--- src/rtl/fifo_ctrl_pkg.sv ---
// Shared types and helpers for the FIFO write-side control logic.
package fifo_ctrl_pkg;

  // Two-state arbiter FSM: waiting for a requester, or serving one burst.
  typedef enum logic {
    IDLE = 1'b0,
    XFER = 1'b1
  } state_e;

  // Width needed to index n items; never less than one bit.
  function automatic int id_w(input int n);
    return (n > 1) ? $clog2(n) : 1;
  endfunction

endpackage

--- src/rtl/rr_pick.sv ---
// Combinational round-robin selector: first set request after 'last', with wrap.
module rr_pick
  import fifo_ctrl_pkg::*;
#(
  parameter int NUM_REQ = 4,
  parameter int ID_W    = id_w(NUM_REQ)
) (
  input  logic [NUM_REQ-1:0] req,
  input  logic [ID_W-1:0]    last,
  output logic               found,
  output logic [ID_W-1:0]    idx
);

  logic [ID_W-1:0] cand;

  // Walk distances from far to near so the nearest requester after 'last' wins.
  always_comb begin
    found = 1'b0;
    idx   = '0;
    cand  = '0;
    for (int k = NUM_REQ; k >= 1; k--) begin
      cand = ID_W'((int'(last) + k) % NUM_REQ);
      if (req[cand]) begin
        found = 1'b1;
        idx   = cand;
      end
    end
  end

endmodule

--- src/rtl/fifo_wr_arbiter.sv ---
// Round-robin arbiter sharing one FIFO write port between NUM_REQ producers.
// Handshake: producer i's word is taken in the cycle where grant[i] & req[i];
// write_en/data_in carry that same word to the FIFO, which captures it at the
// next clk edge. grant is withheld combinationally while fifo_full is high.
// The FSM state is visible on busy (busy == XFER).
module fifo_wr_arbiter
  import fifo_ctrl_pkg::*;
#(
  parameter int NUM_REQ   = 4,
  parameter int WIDTH     = 8,
  parameter int MAX_BURST = 4,
  parameter int CNT_W     = 16
) (
  input  logic                       clk,
  input  logic                       rst,
  input  logic [NUM_REQ-1:0]         req,
  input  logic [NUM_REQ*WIDTH-1:0]   req_data,
  input  logic [NUM_REQ-1:0]         req_last,
  input  logic                       fifo_full,
  output logic [NUM_REQ-1:0]         grant,
  output logic                       write_en,
  output logic [WIDTH-1:0]           data_in,
  output logic                       busy,
  output logic [$clog2(NUM_REQ)-1:0] owner,
  output logic [CNT_W-1:0]           wr_count
);

  localparam int ID_W = id_w(NUM_REQ);
  localparam int BC_W = id_w(MAX_BURST);
  localparam logic [BC_W-1:0] BURST_END = BC_W'(MAX_BURST - 1);
  localparam logic [ID_W-1:0] LAST_RST  = ID_W'(NUM_REQ - 1);

  state_e           state_q, state_d;
  logic [ID_W-1:0]  owner_q, owner_d;
  logic [ID_W-1:0]  last_q, last_d;
  logic [BC_W-1:0]  burst_q, burst_d;
  logic [CNT_W-1:0] count_q, count_d;
  logic             accept;
  logic             pick_found;
  logic [ID_W-1:0]  pick_idx;
  logic [WIDTH-1:0] word [NUM_REQ];

  for (genvar g = 0; g < NUM_REQ; g++) begin : g_unpack
    assign word[g] = req_data[g*WIDTH +: WIDTH];
  end

  rr_pick #(
    .NUM_REQ (NUM_REQ),
    .ID_W    (ID_W)
  ) u_pick (
    .req   (req),
    .last  (last_q),
    .found (pick_found),
    .idx   (pick_idx)
  );

  // Next-state, grant and write-port mux; an exit always hands priority onward.
  always_comb begin
    state_d = state_q;
    owner_d = owner_q;
    last_d  = last_q;
    burst_d = burst_q;
    count_d = count_q;
    grant   = '0;
    accept  = 1'b0;
    data_in = '0;
    case (state_q)
      IDLE: begin
        if (pick_found) begin
          state_d = XFER;
          owner_d = pick_idx;
          burst_d = '0;
        end
      end
      XFER: begin
        grant[owner_q] = ~fifo_full;
        accept         = ~fifo_full & req[owner_q];
        data_in        = word[owner_q];
        if (accept) begin
          burst_d = burst_q + 1'b1;
          count_d = count_q + 1'b1;
        end
        // Abandon, explicit last word, or burst cap: any of them ends ownership.
        if (!req[owner_q] ||
            (accept && (req_last[owner_q] || burst_q == BURST_END))) begin
          state_d = IDLE;
          last_d  = owner_q;
        end
      end
      default: state_d = IDLE;
    endcase
  end

  // State and counter registers; reset drops any burst in progress at once.
  always_ff @(posedge clk or posedge rst) begin
    if (rst) begin
      state_q <= IDLE;
      owner_q <= '0;
      last_q  <= LAST_RST;
      burst_q <= '0;
      count_q <= '0;
    end else begin
      state_q <= state_d;
      owner_q <= owner_d;
      last_q  <= last_d;
      burst_q <= burst_d;
      count_q <= count_d;
    end
  end

  assign write_en = accept;
  assign busy     = (state_q == XFER);
  assign owner    = owner_q;
  assign wr_count = count_q;

endmodule

--- config.mk ---
export PLATFORM = sky130hd
export DESIGN_NAME = fifo_wr_arbiter
export DESIGN_NICKNAME = d
export VERILOG_FILES = /design/src/rtl/fifo_ctrl_pkg.sv /design/src/rtl/rr_pick.sv /design/src/rtl/fifo_wr_arbiter.sv
export SDC_FILE = /design/constraint.sdc
export NUM_CORES = 1
export LEC_CHECK = 0
export ABC_AREA = 1
export CORE_MARGIN = 2
export CORE_UTILIZATION = 40
export CTS_BUF_LIST = sky130_fd_sc_hd__clkbuf_4 sky130_fd_sc_hd__clkbuf_8 sky130_fd_sc_hd__clkbuf_16
export CTS_CLUSTER_SIZE = 20
export DETAILED_ROUTE_END_ITERATION = 10
export MAX_ROUTING_LAYER = met4
export PLACE_DENSITY_LB_ADDON = 0.3
export SETUP_SLACK_MARGIN = 0.15
export SYNTH_ARGS = -nofsm -noshare
export SYNTH_HDL_FRONTEND = slang
export SYNTH_HIERARCHICAL = 1
export SYNTH_SLANG_ARGS = --single-unit
--- constraint.sdc ---
create_clock -name clk -period 1.74 [get_ports clk]
set_input_delay 0.174 -clock clk [delete_from_list [all_inputs] [get_ports clk]]
set_output_delay 0.174 -clock clk [all_outputs]
set_load 0.01 [all_outputs]
# ---- Word level (Yosys, flattened, before mapping)
# Index checks and enable logic that the tools add are counted.
dict set report op_classes {
  n_mux 34
  addsub 6
  n_lt_le_gt_ge 7
  n_eq_ne 3
  reduce_logical 9
  bitwise 5
}
# operator count
set ops {}
lappend ops {{8-bit two-way mux} 3}
lappend ops {{16-bit by 1-bit adder with 16-bit output, second input constant} 1}
lappend ops {{8-bit binary-select mux with 2-bit select} 1}
lappend ops {{2-bit by 3-bit < comparator with 1-bit output, second input constant} 5}
lappend ops {{1-bit two-way mux} 14}
lappend ops {{1-bit binary-select mux with 2-bit select} 6}
lappend ops {{2-bit two-way mux} 6}
lappend ops {{2-bit AND reduction} 4}
lappend ops {{2-bit by 1-bit adder with 2-bit output, second input constant} 3}
lappend ops {{2-bit adder, second input constant} 2}
lappend ops {{4-bit AND} 1}
lappend ops {{4-bit two-way mux} 1}
lappend ops {{2-bit case mux with 2 select lines} 1}
lappend ops {{3-bit >= comparator, second input constant} 1}
lappend ops {{2-bit inverter with 3-bit output} 1}
lappend ops {{1-bit demux with 2-bit select} 1}
lappend ops {{2-bit == test, second input constant} 1}
lappend ops {{2-bit by 1-bit >= comparator with 1-bit output, second input constant} 1}
lappend ops {{1-bit logical AND} 2}
lappend ops {{1-bit logical OR} 2}
lappend ops {{2-bit by 1-bit inequality test with 1-bit output, second input constant} 1}
lappend ops {{2-bit inequality test, second input constant} 1}
lappend ops {{1-bit inverter} 2}
lappend ops {{1-bit case mux with 2 select lines} 1}
lappend ops {{2 further kinds} 2}
dict set report word_totals {
  output_inout_bits 32
  word_cells 69
  in_bits 43
  register_bits 23
}

# ---- Depth between registers and ports, before layout
dict set report logic_depth {
  word_depth 9
  ltp_mapped 12
  mapped_depth_nobuf 11
}

# ---- By module
# Netlist, hierarchy kept.
# module cells_per_inst n_inst seq_area_each_um2 area_per_inst_um2
set modules_own_cells {}
lappend modules_own_cells {fifo_wr_arbiter 229 1 578.1 1680.4}
lappend modules_own_cells {rr_pick 51 1 0.0 246.5}

# ---- Worst setup path before layout
# Ideal clock, no wire load.
dict set report synth_path {
  path_kind {register to output}
  from {register owner_q[1] (netlist: owner[1])}
  to {output data_in[0]}
  path_stages_with_launch 6
  path_buffers 2
  required_ps 1566
  setup_slack_ps 247
  arrival_time_ps 1319
  path_cell_list {dfrtp_1 > buf_6 > inv_4 > clkbuf_1 > nand3_1 > a41oi_1}
}
dict set report synth_via {
  elab_chain_cells 5
}
# element line
set synth_lines {}
lappend synth_lines {{start: declaration} fifo_wr_arbiter.sv:34} ;# logic [ID_W-1:0] owner_q, owner_d;
lappend synth_lines {{start signal: assignment} fifo_wr_arbiter.sv:104} ;# owner_q <= owner_d;
lappend synth_lines {{2-bit inverter with 3-bit output (implied by the code)} fifo_wr_arbiter.sv:78} ;# data_in = word[owner_q];
lappend synth_lines {{8-bit binary-select mux with 2-bit select} fifo_wr_arbiter.sv:78}
lappend synth_lines {{8-bit two-way mux (implied by the code) (2 in a row)} fifo_wr_arbiter.sv:78}
lappend synth_lines {{8-bit two-way mux} fifo_wr_arbiter.sv:67} ;# case (state_q)
lappend synth_lines {{end: declaration} fifo_wr_arbiter.sv:22} ;# output logic [WIDTH-1:0] data_in,
# Every way passes these cells. The select of a mux whose other input is x is not followed.

# ---- Final worst setup path
dict set report layout_path {
  from {register owner_q[0] (netlist: owner[0])}
  to {output data_in[0]}
}
# Same word-level chain as after synthesis.

==> qor.txt <==
outcome: complete, but fails checks
failing checks: setup timing
number of synthesized register bits: 23
1st-pass router iterations: 4
clock root buffer: clkbuf_8
final setup margin: -0.00588 ns
io pins: 75
Final Wtd Congestion: 0.845
Max VDD drop: 0.722 mV
width of the die: 73.4 um
DPL Wire Length: 4110 um
Layout Skew: 0.0112 ns
P_sw: 2.34 mW
crit end category: output pin
DP Worst Slack: -0.0692 ns
Syn-to-layout area delta: 71.1%
initial antenna violation count: 0
Final Setup Violations: 1
switching share of power: 45.9%
EDFF count, synth: 0
Final Hold Viols: 0
die area: 5390 um^2
Crit Path Class: register to output pin
logic gate share of total power: 74.4%
layout net count: 438
DP Area: 2820 um^2
CP dominant cell by count: buf_6
ranking of synthesized cells by area: dfrtp_1 27%, nand2_1 19%, nand3_1 8.8%
Starting Density: 41.1%
Worst EP required: 1.57 ns
final wirelength: 6340 um
CP Max Fanout: 7
Syn. warnings: 6
ANT nets after route: 0
ys flop type: dfrtp_1
Synth Cell Area: 1930 um^2
antenna cells: 0
Slew Viols, Final: 0
Seq/Total Area, Yosys: 30.0%
synth unique cells: 36
RSZ-0062 raised after global routing: yes
slew margin rel.: 69.2%
Hold Path Class: primary input to asynchronous set/reset pin
synthesized area per cell: 6.88 um^2
largest net degree at the start of global routing: 24
Achievable Freq: 573 MHz
critical path arrival: 1.57 ns
Mapped Cells: 280
grt ovf: 0
setup tns final: -0.00588 ns
IO Port Bufs: 74
post-route clock period utilization: 100%
clock buffer depth: 2
post-synth top area share: 27.3%
critical path's slowest cell: dfrtp_1
Clock Power Share: 6.7%
vias in the first global route: 2015
WL per Instance: 14.2 um
CTS tree: yes
share of power burned in registers: 18.9%
Core ar.: 4690 um^2
hold-fix buffers at CTS: 0
Via density: 5.09
Int Power: 2.76 mW
leading area contributor after synthesis: dfrtp_1
Top Family by Delay on Critical Path: buffers and inverters
GR Util All Layers: 21.5%
critical path's largest stage delay: 0.42 ns
top-count cell post-synth: nand2_1
Post-Route Hold Slack: 0.228 ns
FP Rows: 25
post-synthesis net count: 325
Pwr Density: 1550 nW/um^2
vias post-DR: 2271
post-layout instance area: 3300 um^2
TritonCTS Sinks: 23
Layout Cells excl Fill: 446
share of post-route cells with drive strength above 1: 33.4%
first-pass GRT wire length: 9000 um
Slew @ Worst Pin: 0.458 ns
Max Cap Violations: 0
CP cell instances: buf_12, nor2_8, buf_6, buf_6, nand2_2, a41oi_2, buf_2
Die Y: 73.4 um
Cells after DPL: 418
# DRC: 0
# H-tree levels: 1
crit path buf inv count: 4
CTS Buf Count: 3
Post-synth top cells: 100 x nand2_1, 34 x nand3_1, 24 x inv_1
Iter 0 DRT Violations: 66
Worst setup SP type: register
Static Leak: 1.52 nW
share of flip-flops with an asynchronous set or reset: 100%
Clk pin slew, worst setup/hold paths: 0.09 ns
worst skew pair latency: 0.27 ns
Tmin final: 1.75 ns
## worst min-delay path: stages
cell and delay, ns:
clkdlybuf4s50_1 0.39, inv_1 0.05, buf_4 0.29
## stage by stage
step	utilization [%]	power, mW
floorplan	-	2.67
global placement	60.1	3.77
detailed placement	60.1	3.80
CTS	63.8	4.42
global route	70.3	5.45
finish	70.3	5.10
## placed cells by master (no fill, tap or decap), types with 2 or more instances in the layout
master,netlist,final
nor2_8,2,2
nor2_1,17,17
buf_12,1,4
clkbuf_8,0,3
dfrtp_1,21,20
nand4_1,2,2
buf_6,4,15
inv_1,24,23
nand2_2,9,23
clkdlybuf4s50_1,0,61
nand3_2,0,14
buf_2,1,11
inv_4,1,2
a41oi_2,0,8
nand2_4,1,3
o21ai_0,9,5
nand2_1,100,84
xor2_1,7,7
nor2_2,2,2
nor3_1,9,8
a21oi_1,2,2
o21ai_1,5,8
nand3_1,34,20
buf_4,1,23
inv_2,2,2
ha_1,2,2
## registers in the layout, indices dropped and copies added, names as in the netlist
signal	count
wr_count	16
burst_q	2
last_q	2
owner	2
busy	1
## power groups by stage
stage               combinational (mW)  clock (mW)  sequential, mW
floorplan                         1.71           0           0.962
global placement                  2.81           0           0.962
finish                            3.79       0.343           0.961
detailed placement                2.83           0           0.973
CTS                               3.11       0.344           0.962
global route                      4.08       0.373           0.990
## layer usage
metal | vias to the layer above | wire, um | global-route usage (%)
met2 | 107 | 3070 | 37.9
met5 | - | 0 | -
met4 | 0 | 87 | 5.05
met3 | 15 | 533 | 3.57
met1 | 1019 | 2650 | 25.5
li1 | 1130 | - | -
## kinds of logic after synthesis
family / after synthesis / share of synthesized area, %
compound gates: 26 / 8.64
xor+xnor: 8 / 3.64
fa+ha+maj: 2 / 1.30
buf+inv: 39 / 11.0
flops: 23 / 30.0
simple gates: 182 / 45.4
## final timing paths
path | end | cells past startpoint | slack [ns] | from
setup / recovery | data_in[0] | 7 | -0.006 | owner[0]$_DFFE_PP0P_
hold / removal | wr_count[0]$_DFFE_PP0P_ | 3 | 0.23 | rst
setup reg to reg | wr_count[12]$_DFFE_PP0P_ | 10 | 0.11 | owner[0]$_DFFE_PP0P_
hold reg to reg | burst_q[0]$_DFFE_PP0P_ | 1 | 0.50 | burst_q[0]$_DFFE_PP0P_
max in group asynchronous | last_q[1]$_DFFE_PP1P_ | 3 | 1.23 | rst
min in group clk | burst_q[0]$_DFFE_PP0P_ | 1 | 0.50 | burst_q[0]$_DFFE_PP0P_
## area by class of cell
type | count | area (um^2)
Timing Repair inverter | 1 | 6.26
Tap cell | 54 | 67.6
Sequential cell | 23 | 583
Inverter | 29 | 136
Clock inverter | 1 | 7.51
Timing Repair Buffer | 116 | 1110
Multi-Input combinational cell | 219 | 1350
Clock buffer | 3 | 41.3
Fill cell | 370 | 1400
## timing repair
| item | 4_1_cts | 5_1_grt |
|---|---|---|
| cloned | 2 | 0 |
| resized for setup | 67 | 62 |
| pin swaps | 6 | 20 |
| setup endpoints to repair | 17 | 34 |
| setup buffers | 10 | 12 |
No activity file was read; power rests on OpenSTA's default activity.
